<file path="src/rtl/guess_game_ctrl_pkg.sv">
// Shared types and constants for the keypad number-guessing controller.
package guess_game_ctrl_pkg;

  localparam int unsigned DIGIT_W = 4;
  localparam int unsigned DATA_W  = 3 * DIGIT_W;
  localparam int unsigned CNT_W   = 2;
  localparam int unsigned TRIES_W = 4;

  typedef enum logic [2:0] {
    ST_IDLE  = 3'd0,
    ST_ENTRY = 3'd1,
    ST_CHECK = 3'd2,
    ST_SHOW  = 3'd3,
    ST_WIN   = 3'd4,
    ST_LOSE  = 3'd5
  } state_e;

  typedef enum logic [1:0] {
    HINT_NONE = 2'b00,
    HINT_LOW  = 2'b01,
    HINT_HIGH = 2'b10,
    HINT_EQ   = 2'b11
  } hint_e;

  localparam logic [DIGIT_W-1:0] KEY_ENTER = 4'hA;
  localparam logic [DIGIT_W-1:0] KEY_BS    = 4'hB;
  localparam logic [DIGIT_W-1:0] KEY_CLR   = 4'hC;
  localparam logic [DIGIT_W-1:0] KEY_NEW   = 4'hD;

  function automatic logic is_digit(input logic [DIGIT_W-1:0] code);
    return code <= 4'd9;
  endfunction

endpackage

</file>
<file path="src/rtl/guess_game_ctrl_bcd3_counter.sv">
// Free-running 3-digit BCD counter 000..999 with wrap; supplies the secret seed.
module bcd3_counter
  import guess_game_ctrl_pkg::*;
(
  input  logic              clk,
  input  logic              rst,
  output logic [DATA_W-1:0] count_o
);

  logic [DATA_W-1:0] count_q, count_d;

  always_comb begin
    count_d = count_q;
    if (count_q[3:0] == 4'd9) begin
      count_d[3:0] = 4'd0;
      if (count_q[7:4] == 4'd9) begin
        count_d[7:4] = 4'd0;
        if (count_q[11:8] == 4'd9) count_d[11:8] = 4'd0;
        else                       count_d[11:8] = 4'(count_q[11:8] + 4'd1);
      end else begin
        count_d[7:4] = 4'(count_q[7:4] + 4'd1);
      end
    end else begin
      count_d[3:0] = 4'(count_q[3:0] + 4'd1);
    end
  end

  always_ff @(posedge clk) begin
    if (rst) count_q <= '0;
    else     count_q <= count_d;
  end

  assign count_o = count_q;

endmodule

</file>
<file path="src/rtl/guess_game_ctrl.sv">
// Guessing-game sequencer: assembles a 3-digit BCD guess from key events,
// compares it with a latched pseudo-random secret and tracks tries/hints.
module guess_game_ctrl
  import guess_game_ctrl_pkg::*;
#(
  parameter int unsigned MAX_TRIES   = 7,
  parameter int unsigned SHOW_CYCLES = 50_000_000
) (
  input  logic               clk,
  input  logic               rst,
  input  logic               key_valid,
  input  logic [DIGIT_W-1:0] key_code,
  output logic [DATA_W-1:0]  data,
  output logic [TRIES_W-1:0] tries,
  output logic [1:0]         hint,
  output logic [CNT_W-1:0]   digit_cnt,
  output logic [2:0]         game_state,
  output logic               win,
  output logic               lose
);

  localparam int unsigned TMR_W = $clog2(SHOW_CYCLES + 1);

  state_e             state_q, state_d;
  hint_e              hint_q, hint_d;
  logic [DATA_W-1:0]  entry_q, entry_d;
  logic [DATA_W-1:0]  secret_q, secret_d;
  logic [DATA_W-1:0]  data_q, data_d;
  logic [TRIES_W-1:0] tries_q, tries_d, tries_inc;
  logic [CNT_W-1:0]   cnt_q, cnt_d;
  logic [TMR_W-1:0]   tmr_q, tmr_d;
  logic               win_q, win_d;
  logic               lose_q, lose_d;
  logic [DATA_W-1:0]  seed;
  logic               key_new;

  bcd3_counter u_seed (
    .clk    (clk),
    .rst    (rst),
    .count_o(seed)
  );

  assign key_new   = key_valid && (key_code == KEY_NEW);
  assign tries_inc = (tries_q >= TRIES_W'(MAX_TRIES)) ? tries_q : TRIES_W'(tries_q + 4'd1);

  always_comb begin
    state_d  = state_q;
    hint_d   = hint_q;
    entry_d  = entry_q;
    secret_d = secret_q;
    tries_d  = tries_q;
    cnt_d    = cnt_q;
    tmr_d    = tmr_q;

    unique case (state_q)
      ST_IDLE: begin
        if (key_valid) begin
          secret_d = seed;
          state_d  = ST_ENTRY;
        end
      end
      ST_ENTRY: begin
        if (key_valid) begin
          if (is_digit(key_code)) begin
            if (cnt_q != 2'd3) begin
              entry_d = {entry_q[DATA_W-DIGIT_W-1:0], key_code};
              cnt_d   = CNT_W'(cnt_q + 2'd1);
            end
          end else if (key_code == KEY_BS) begin
            if (cnt_q != 2'd0) begin
              entry_d = {4'h0, entry_q[DATA_W-1:DIGIT_W]};
              cnt_d   = CNT_W'(cnt_q - 2'd1);
            end
          end else if (key_code == KEY_CLR) begin
            entry_d = '0;
            cnt_d   = '0;
          end else if (key_code == KEY_ENTER) begin
            if (cnt_q == 2'd3) state_d = ST_CHECK;
          end
        end
      end
      // Single-cycle compare; every key arriving here is dropped.
      ST_CHECK: begin
        if (entry_q == secret_q) begin
          hint_d  = HINT_EQ;
          state_d = ST_WIN;
        end else begin
          hint_d  = (entry_q < secret_q) ? HINT_LOW : HINT_HIGH;
          tries_d = tries_inc;
          if (tries_inc == TRIES_W'(MAX_TRIES)) begin
            state_d = ST_LOSE;
          end else begin
            state_d = ST_SHOW;
            tmr_d   = '0;
          end
        end
      end
      ST_SHOW: begin
        if (tmr_q == TMR_W'(SHOW_CYCLES - 1)) begin
          entry_d = '0;
          cnt_d   = '0;
          hint_d  = HINT_NONE;
          state_d = ST_ENTRY;
        end else begin
          tmr_d = TMR_W'(tmr_q + 1'b1);
        end
      end
      ST_WIN, ST_LOSE: ;
      default: state_d = ST_IDLE;
    endcase

    if (key_new && (state_q != ST_IDLE) && (state_q != ST_CHECK)) begin
      state_d = ST_IDLE;
      entry_d = '0;
      cnt_d   = '0;
      tries_d = '0;
      hint_d  = HINT_NONE;
    end

    win_d  = (state_d == ST_WIN);
    lose_d = (state_d == ST_LOSE);
    data_d = (win_d || lose_d) ? secret_d : entry_d;
  end

  always_ff @(posedge clk) begin
    if (rst) begin
      state_q  <= ST_IDLE;
      hint_q   <= HINT_NONE;
      entry_q  <= '0;
      secret_q <= '0;
      data_q   <= '0;
      tries_q  <= '0;
      cnt_q    <= '0;
      tmr_q    <= '0;
      win_q    <= 1'b0;
      lose_q   <= 1'b0;
    end else begin
      state_q  <= state_d;
      hint_q   <= hint_d;
      entry_q  <= entry_d;
      secret_q <= secret_d;
      data_q   <= data_d;
      tries_q  <= tries_d;
      cnt_q    <= cnt_d;
      tmr_q    <= tmr_d;
      win_q    <= win_d;
      lose_q   <= lose_d;
    end
  end

  assign data       = data_q;
  assign tries      = tries_q;
  assign hint       = hint_q;
  assign digit_cnt  = cnt_q;
  assign game_state = state_q;
  assign win        = win_q;
  assign lose       = lose_q;

endmodule
</file>
<file path="config.mk">
export PLATFORM = sky130hd
export DESIGN_NAME = guess_game_ctrl
export DESIGN_NICKNAME = d
export VERILOG_FILES = /design/src/rtl/guess_game_ctrl_pkg.sv /design/src/rtl/guess_game_ctrl_bcd3_counter.sv /design/src/rtl/guess_game_ctrl.sv
export SDC_FILE = /design/constraint.sdc
export NUM_CORES = 1
export LEC_CHECK = 0
export ABC_AREA = 1
export ABC_CLOCK_PERIOD_IN_PS = 5180
export CORE_ASPECT_RATIO = 1.25
export CORE_MARGIN = 2
export CORE_UTILIZATION = 57
export CTS_BUF_LIST = sky130_fd_sc_hd__clkbuf_4 sky130_fd_sc_hd__clkbuf_8 sky130_fd_sc_hd__clkbuf_16
export DETAILED_ROUTE_END_ITERATION = 7
export GPL_TIMING_DRIVEN = 0
export MAX_ROUTING_LAYER = met4
export PLACE_DENSITY_LB_ADDON = 0.25
export REMOVE_ABC_BUFFERS = 1
export SLEW_MARGIN = 25
export SYNTH_ARGS = -nofsm -noshare
export SYNTH_HDL_FRONTEND = slang
export SYNTH_SLANG_ARGS = --single-unit
</file>
<file path="constraint.sdc">
create_clock -name clk -period 5.18 [get_ports clk]
set_input_delay 1.554 -clock clk [delete_from_list [all_inputs] [get_ports clk]]
set_output_delay 1.554 -clock clk [all_outputs]
set_load 0.02 [all_outputs]
</file>
==> flow_metrics.env, run 1 <==
export IMPL_route_detailed_drc=0
export IMPL_seq_area_frac_synth=0.358
export IMPL_synth_main_ff_cell="dfxtp_1"
export IMPL_h_tree_depth=3
export IMPL_dieArea_mm2=0.00929
export IMPL_cts_tree="done"
export IMPL_final_area_mm2=0.00540
export IMPL_vias=4830
export IMPL_most_common_layout_cells="nand2_1, nor2_1, dfxtp_1, nand3_1, inv_1"
export IMPL_finalPower_mw=1.31
export IMPL_wl_per_cell_um=14.7
export IMPL_cts_sinks=87
export IMPL_ys_ff_latch=87
export IMPL_grt_pass1_wl_mm=21.1
export IMPL_skew_ns=0.0115
export IMPL_slew_headroom=0.396
export IMPL_power_leakage_nw=2.14
export IMPL_place_inst=857
export IMPL_grt_max_degree=32
export IMPL_final_max_slew_violation_count=0
export IMPL_syn_area_mm2=0.00486
export IMPL_routed_wl_mm=12.8
export IMPL_worstPathRequired_ns=5.47
export IMPL_avgSynthCellArea_um2=6.49
export IMPL_sw_frac_of_total=0.271
export IMPL_power_switching_uw=355
export IMPL_synthCells=749
export IMPL_comb_power_share=0.096
export IMPL_arrival_ns=3.78
export IMPL_cts_setup_buffers=0
export IMPL_start_util=0.590
export IMPL_clkPwrFrac=0.378
export IMPL_instances_no_fill=873
export IMPL_startpoint_type="input pin"
export IMPL_power_density_mw_per_mm2=242
export IMPL_ctsHoldBuffers=0
export IMPL_dp_hpwl_mm=9.56
export IMPL_placed_area_mm2=0.00520
export IMPL_via_per_inst=5.53
export IMPL_fmax_mhz=287
export IMPL_path_class="input pin to flip-flop"
export IMPL_min_period_over_period=0.673
export IMPL_grt_pass1_vias=4657
export IMPL_setup_violations=0
export IMPL_drt_iter0_markers=190
export IMPL_antenna_found_initial=0
export IMPL_postRouteAntennaNets=0
export IMPL_clkTransAtPathRegs_ns=0.09
export IMPL_top_level_ports=32
export IMPL_async_flop_share=0
export IMPL_diodes=0
export IMPL_layout_commonest_cell="nand2_1"
export IMPL_gp_congestion=1.01
export IMPL_ys_warnings_count=0
export IMPL_syn_to_final_growth_pct=11.1
export IMPL_io_buffers=31
export IMPL_cts_root_buf="clkbuf_8"
export IMPL_vdd_drop_max_v=0.000181
export IMPL_cts_resized=0
export IMPL_grt_overflow_total=0
export IMPL_fp_coreArea_mm2=0.00824
export IMPL_clockBufferDepth=2
export IMPL_rows=37
export IMPL_drive_above_1_share=0.0644
export IMPL_outcome="completed"
export IMPL_endpoint_kind="flip-flop"
export IMPL_rsz0062_at_grt="no"
export IMPL_maxCapViolCount=0
export IMPL_hold_viol_final=0
export IMPL_clock_latency_ns=0.37
export IMPL_synth_edf_count=0
export IMPL_fin_util=0.656
export IMPL_ys_types=39
export IMPL_crit_fanout=27
export IMPL_nNetsFinal=796
export IMPL_whs_ns=0.481
export IMPL_internal_power_uw=955
export IMPL_die_w_um=86.6
export IMPL_p_seq_frac=0.526
export IMPL_cts_buffers=9
export IMPL_track_usage=0.299
export IMPL_holdCritPathClass="flip-flop to flip-flop"
export IMPL_fp_dieH_um=107
export IMPL_drt_pass1_iter_count=5
export IMPL_min_period_ns=3.48
export IMPL_tightest_slew_ns=0.904
[Yosys cell counts, types with 2 or more instances]
cell | n | area, µm²
nand2_1 | 230 | 863
nor2_1 | 108 | 405
dfxtp_1 | 87 | 1740
nand3_1 | 77 | 385
inv_1 | 65 | 244
a21oi_1 | 50 | 250
o21ai_0 | 29 | 145
ha_1 | 18 | 225
clkbuf_1 | 12 | 45.0
a21oi_2 | 6 | 52.6
nand2_2 | 6 | 37.5
nor2_4 | 6 | 67.6
nor3_1 | 5 | 25.0
xnor2_1 | 5 | 43.8
buf_2 | 4 | 20.0
inv_2 | 4 | 15.0
nand4_1 | 4 | 25.0
xor2_1 | 4 | 35.0
buf_6 | 3 | 33.8
nor2_2 | 3 | 18.8
a31oi_1 | 2 | 12.5
nand3_4 | 2 | 35.0
or2_1 | 2 | 12.5
or2_2 | 2 | 12.5
[sequential cells by signal (all words and copies together), names as in the netlist]
signal / cells
tmr_q: 26
data: 12
entry_q: 12
secret_q: 12
u_seed.count_o: 12
tries: 4
game_state: 3
digit_cnt: 2
hint: 2
lose: 1
win: 1
[cell families (layout without fill, tap and decap cells)]
group	after synthesis	after routing	synth area share
DFF	87	87	0.358
muxes	1	1	0.00206
and+or+nand+nor	449	449	0.395
xor gates and xnor gates	9	9	0.0162
AOI/OAI and AO/OA	94	94	0.105
buffers and inverters	91	118	0.0772
adders and majority gates	18	18	0.0463
[stage by stage]
stage,TNS (ns),setup WS (ns)
3_5_place_dp,0,1.33
5_1_grt,0,1.55
6_report,0,1.70
3_3_place_gp,-0.760,-0.177
4_1_cts,0,1.71
2_1_floorplan,0,2.31
[cell type report]
type                       count  area, µm²
inverter                      70        265
clock inverter                 6       68.8
clock buffer                  10        131
tap                           97        121
timing repair buffer          32        325
fill                         771       2840
multi-input combinational    571       2750
sequential                    87       1740
[power groups by stage]
| stage | Combinational (mW) | Sequential [mW] | Clock, mW |
|---|---|---|---|
| 6_report | 0.126 | 0.689 | 0.495 |
| 2_1_floorplan | 0.0769 | 0.706 | 0 |
| 5_1_grt | 0.140 | 0.690 | 0.531 |
| 3_3_place_gp | 0.122 | 0.704 | 0 |
| 3_5_place_dp | 0.126 | 0.704 | 0 |
| 4_1_cts | 0.126 | 0.689 | 0.500 |
[worst max-delay path, stage by stage]
cell,delay [ns]
clkdlybuf4s50_1,0.60
nand2_1,0.10
nor2_1,0.15
nand3_2,0.50
nand2_1,0.65
nor2_1,0.07
a21oi_1,0.13
[path summary, 6_finish.rpt]
path | startpoint | to | slack, ns | cells past startpoint
worst max-delay path | key_valid | data[11] | 1.70 | 7
worst min-delay path | hint[0] | hint[0] | 0.48 | 2
worst max register to register | tries[1] | data[11] | 2.67 | 10
worst min register to register | hint[0] | hint[0] | 0.48 | 2
[routing by layer]
metal | routed length, µm | track usage
met5 | 0 | -
met3 | 455 | 0.0593
met2 | 6840 | 0.519
met1 | 5020 | 0.318
met4 | 491 | 0.155
(Power assumes the default switching activity.)
==> inputs of run 2 (changes only) <==
--- a/config.mk
+++ b/config.mk
@@ -6,10 +6,10 @@
 export NUM_CORES = 1
 export LEC_CHECK = 0
 export ABC_AREA = 1
-export ABC_CLOCK_PERIOD_IN_PS = 5180
+export ABC_CLOCK_PERIOD_IN_PS = 2850
 export CORE_ASPECT_RATIO = 1.25
 export CORE_MARGIN = 2
-export CORE_UTILIZATION = 57
+export CORE_UTILIZATION = 54
 export CTS_BUF_LIST = sky130_fd_sc_hd__clkbuf_4 sky130_fd_sc_hd__clkbuf_8 sky130_fd_sc_hd__clkbuf_16
 export DETAILED_ROUTE_END_ITERATION = 7
 export GPL_TIMING_DRIVEN = 0
==> constraint.sdc (replaced) <==
create_clock -name clk -period 2.85 [get_ports clk]
set_input_delay 0.855 -clock clk [delete_from_list [all_inputs] [get_ports clk]]
set_output_delay 0.855 -clock clk [all_outputs]
set_load 0.02 [all_outputs]
==> run 2 against run 1 <==
Against the previous run: cell count is 2.6% higher; combinational power rose by 85%; power up 95%; first-iteration DRC count rose by 12%; wire length is 0.79% higher; global-route usage down 1.4 points; largest cell class unchanged.
==> flow_metrics.env, run 2 (synthesis results as in run 1) <==
export IMPL_route_detailed_drc=0
export IMPL_startpoint_type="input pin"
export IMPL_cp_top_family="simple AND/OR/NAND/NOR gates"
export IMPL_cts_resized=0
export IMPL_via_per_inst=5.34
export IMPL_slew_headroom=0.405
export IMPL_hold_viol_final=0
export IMPL_whs_path_depth=2
export IMPL_met3_usage=0.0477
export IMPL_r2r_cells=10
export IMPL_whs_ns=0.476
export IMPL_most_common_layout_cells="nand2_1, nor2_1, dfxtp_1, nand3_1, inv_1"
export IMPL_maxCapViolCount=0
export IMPL_top_level_ports=32
export IMPL_postRouteAntennaNets=0
export IMPL_crit_top_cell="nand2_1"
export IMPL_track_usage=0.285
export IMPL_grt_max_degree=33
export IMPL_cts_sinks=87
export IMPL_grt_util_met1=0.282
export IMPL_fp_coreArea_mm2=0.00870
export IMPL_final_max_slew_violation_count=0
export IMPL_crit_slowest_cell="clkdlybuf4s50_1"
export IMPL_drt_iter0_markers=213
export IMPL_grt_pass1_vias=4460
export IMPL_arrival_ns=2.94
export IMPL_h_tree_depth=3
export IMPL_path_buf_inv=1
export IMPL_crit_fanout=13
export IMPL_wl_per_cell_um=14.4
export IMPL_vias=4786
export IMPL_top_register="tmr_q"
export IMPL_setup_violations=0
export IMPL_cp_num_cells=8
export IMPL_drive_above_1_share=0.0657
export IMPL_fmax_mhz=372
export IMPL_antenna_found_initial=0
export IMPL_fillers=819
export IMPL_diodes=0
export IMPL_reg2reg_slack_ns=0.52
export IMPL_power_leakage_nw=2.17
export IMPL_holdCritPathClass="flip-flop to flip-flop"
export IMPL_vdd_drop_max_v=0.000332
export IMPL_largest_reg_flops=26
export IMPL_clkTransAtPathRegs_ns=0.09
export IMPL_cts_setup_buffers=0
export IMPL_grt_pass1_wl_mm=20.5
export IMPL_layout_commonest_cell="nand2_1"
export IMPL_cts_tree="done"
export IMPL_grt_overflow_total=0
export IMPL_fp_dieH_um=110
export IMPL_path_class="input pin to flip-flop"
export IMPL_cpPeakStageDelay_ns=0.60
export IMPL_io_buffers=31
export IMPL_cts_buffers=9
export IMPL_power_density_mw_per_mm2=465
export IMPL_dp_hpwl_mm=9.75
export IMPL_drt_pass1_iter_count=5
export IMPL_ctsHoldBuffers=0
export IMPL_nNetsFinal=796
export IMPL_endpoint_kind="flip-flop"
export IMPL_min_period_over_period=0.944
export IMPL_worstReg2RegStart="tries[1]"
export IMPL_cp_cell_sequence="clkdlybuf4s50_1, nand2_1, nor2_4, nand4_1, nand3_1, nand2_1, nand2_1, a21oi_1"
export IMPL_syn_to_final_growth_pct=13.0
export IMPL_hold_start="hint[0]"
export IMPL_clock_latency_ns=0.37
export IMPL_gp_congestion=0.940
export IMPL_cp_startpoint="key_valid"
export IMPL_clockBufferDepth=2
export IMPL_finalPower_mw=2.55
export IMPL_skew_ns=0.0112
export IMPL_min_period_ns=2.69
export IMPL_die_w_um=88.9
export IMPL_multi_input_area_mm2=0.00276
export IMPL_tightest_slew_ns=0.889
export IMPL_worstPathRequired_ns=3.10
export IMPL_rows=38
export IMPL_grt_busiest_layer="met2"
export IMPL_seqCellArea_mm2=0.00174
export IMPL_grt_use_met2=0.520
export IMPL_cts_root_buf="clkbuf_8"
export IMPL_rsz0062_at_grt="no"
export IMPL_outcome="completed"
export IMPL_dieArea_mm2=0.00978
export IMPL_routed_wl_mm=12.9
export IMPL_start_util=0.559
## run 2: changes by cell type in the layout (fill, tap and decap cells not counted), sizes merged
cell / before / now
inv: 72 / 73
clkinv: 2 / 0
bufinv: 1 / 3
clkbuf: 10 / 9
## run 2: metal layers
layer | vias up | routed length [µm]
met2 | 102 | 6860
met4 | 0 | 581
li1 | 2438 | -
met3 | 41 | 363
met5 | - | 0
met1 | 2205 | 5100
## run 2: worst min-delay path, cell delays in order, from the launching register on
cell and delay, ns:
dfxtp_1 0.32, nand2_1 0.06, a21oi_1 0.05
## run 2: through the flow
| stage | TNS [ns] | setup WS (ns) | util | cells | area (µm²) |
|---|---|---|---|---|---|
| after floorplan | 0 | 0.682 | - | 728 | 4750 |
| after global placement | -61.43 | -1.78 | 0.599 | 879 | 5210 |
| after detailed placement | -7.16 | -0.357 | 0.601 | 880 | 5230 |
| after CTS | 0 | 0.0339 | 0.630 | 896 | 5480 |
| after global routing | 0 | 0.00608 | 0.631 | 896 | 5490 |
| final | 0 | 0.160 | 0.631 | 896 | 5490 |
## run 2: worst paths after layout
check             endpoint
hold / removal     hint[0]
setup reg to reg  data[11]
hold reg to reg    hint[0]
setup / recovery   data[9]
## run 2: where the power goes
| group | internal [mW] | switching (mW) | leakage (nW) |
|---|---|---|---|
| clock network | 0.594 | 0.474 | 0.122 |
| logic | 0.0763 | 0.157 | 1.34 |
| registers | 1.24 | 0.0149 | 0.704 |
## run 2: layout make-up
cell class,instances,area share
inverter,70,0.0483
multi-input combinational,571,0.502
clock buffer,9,0.0226
timing repair buffer,32,0.0592
tap,120,0.0273
sequential,87,0.317
clock inverter,7,0.0230
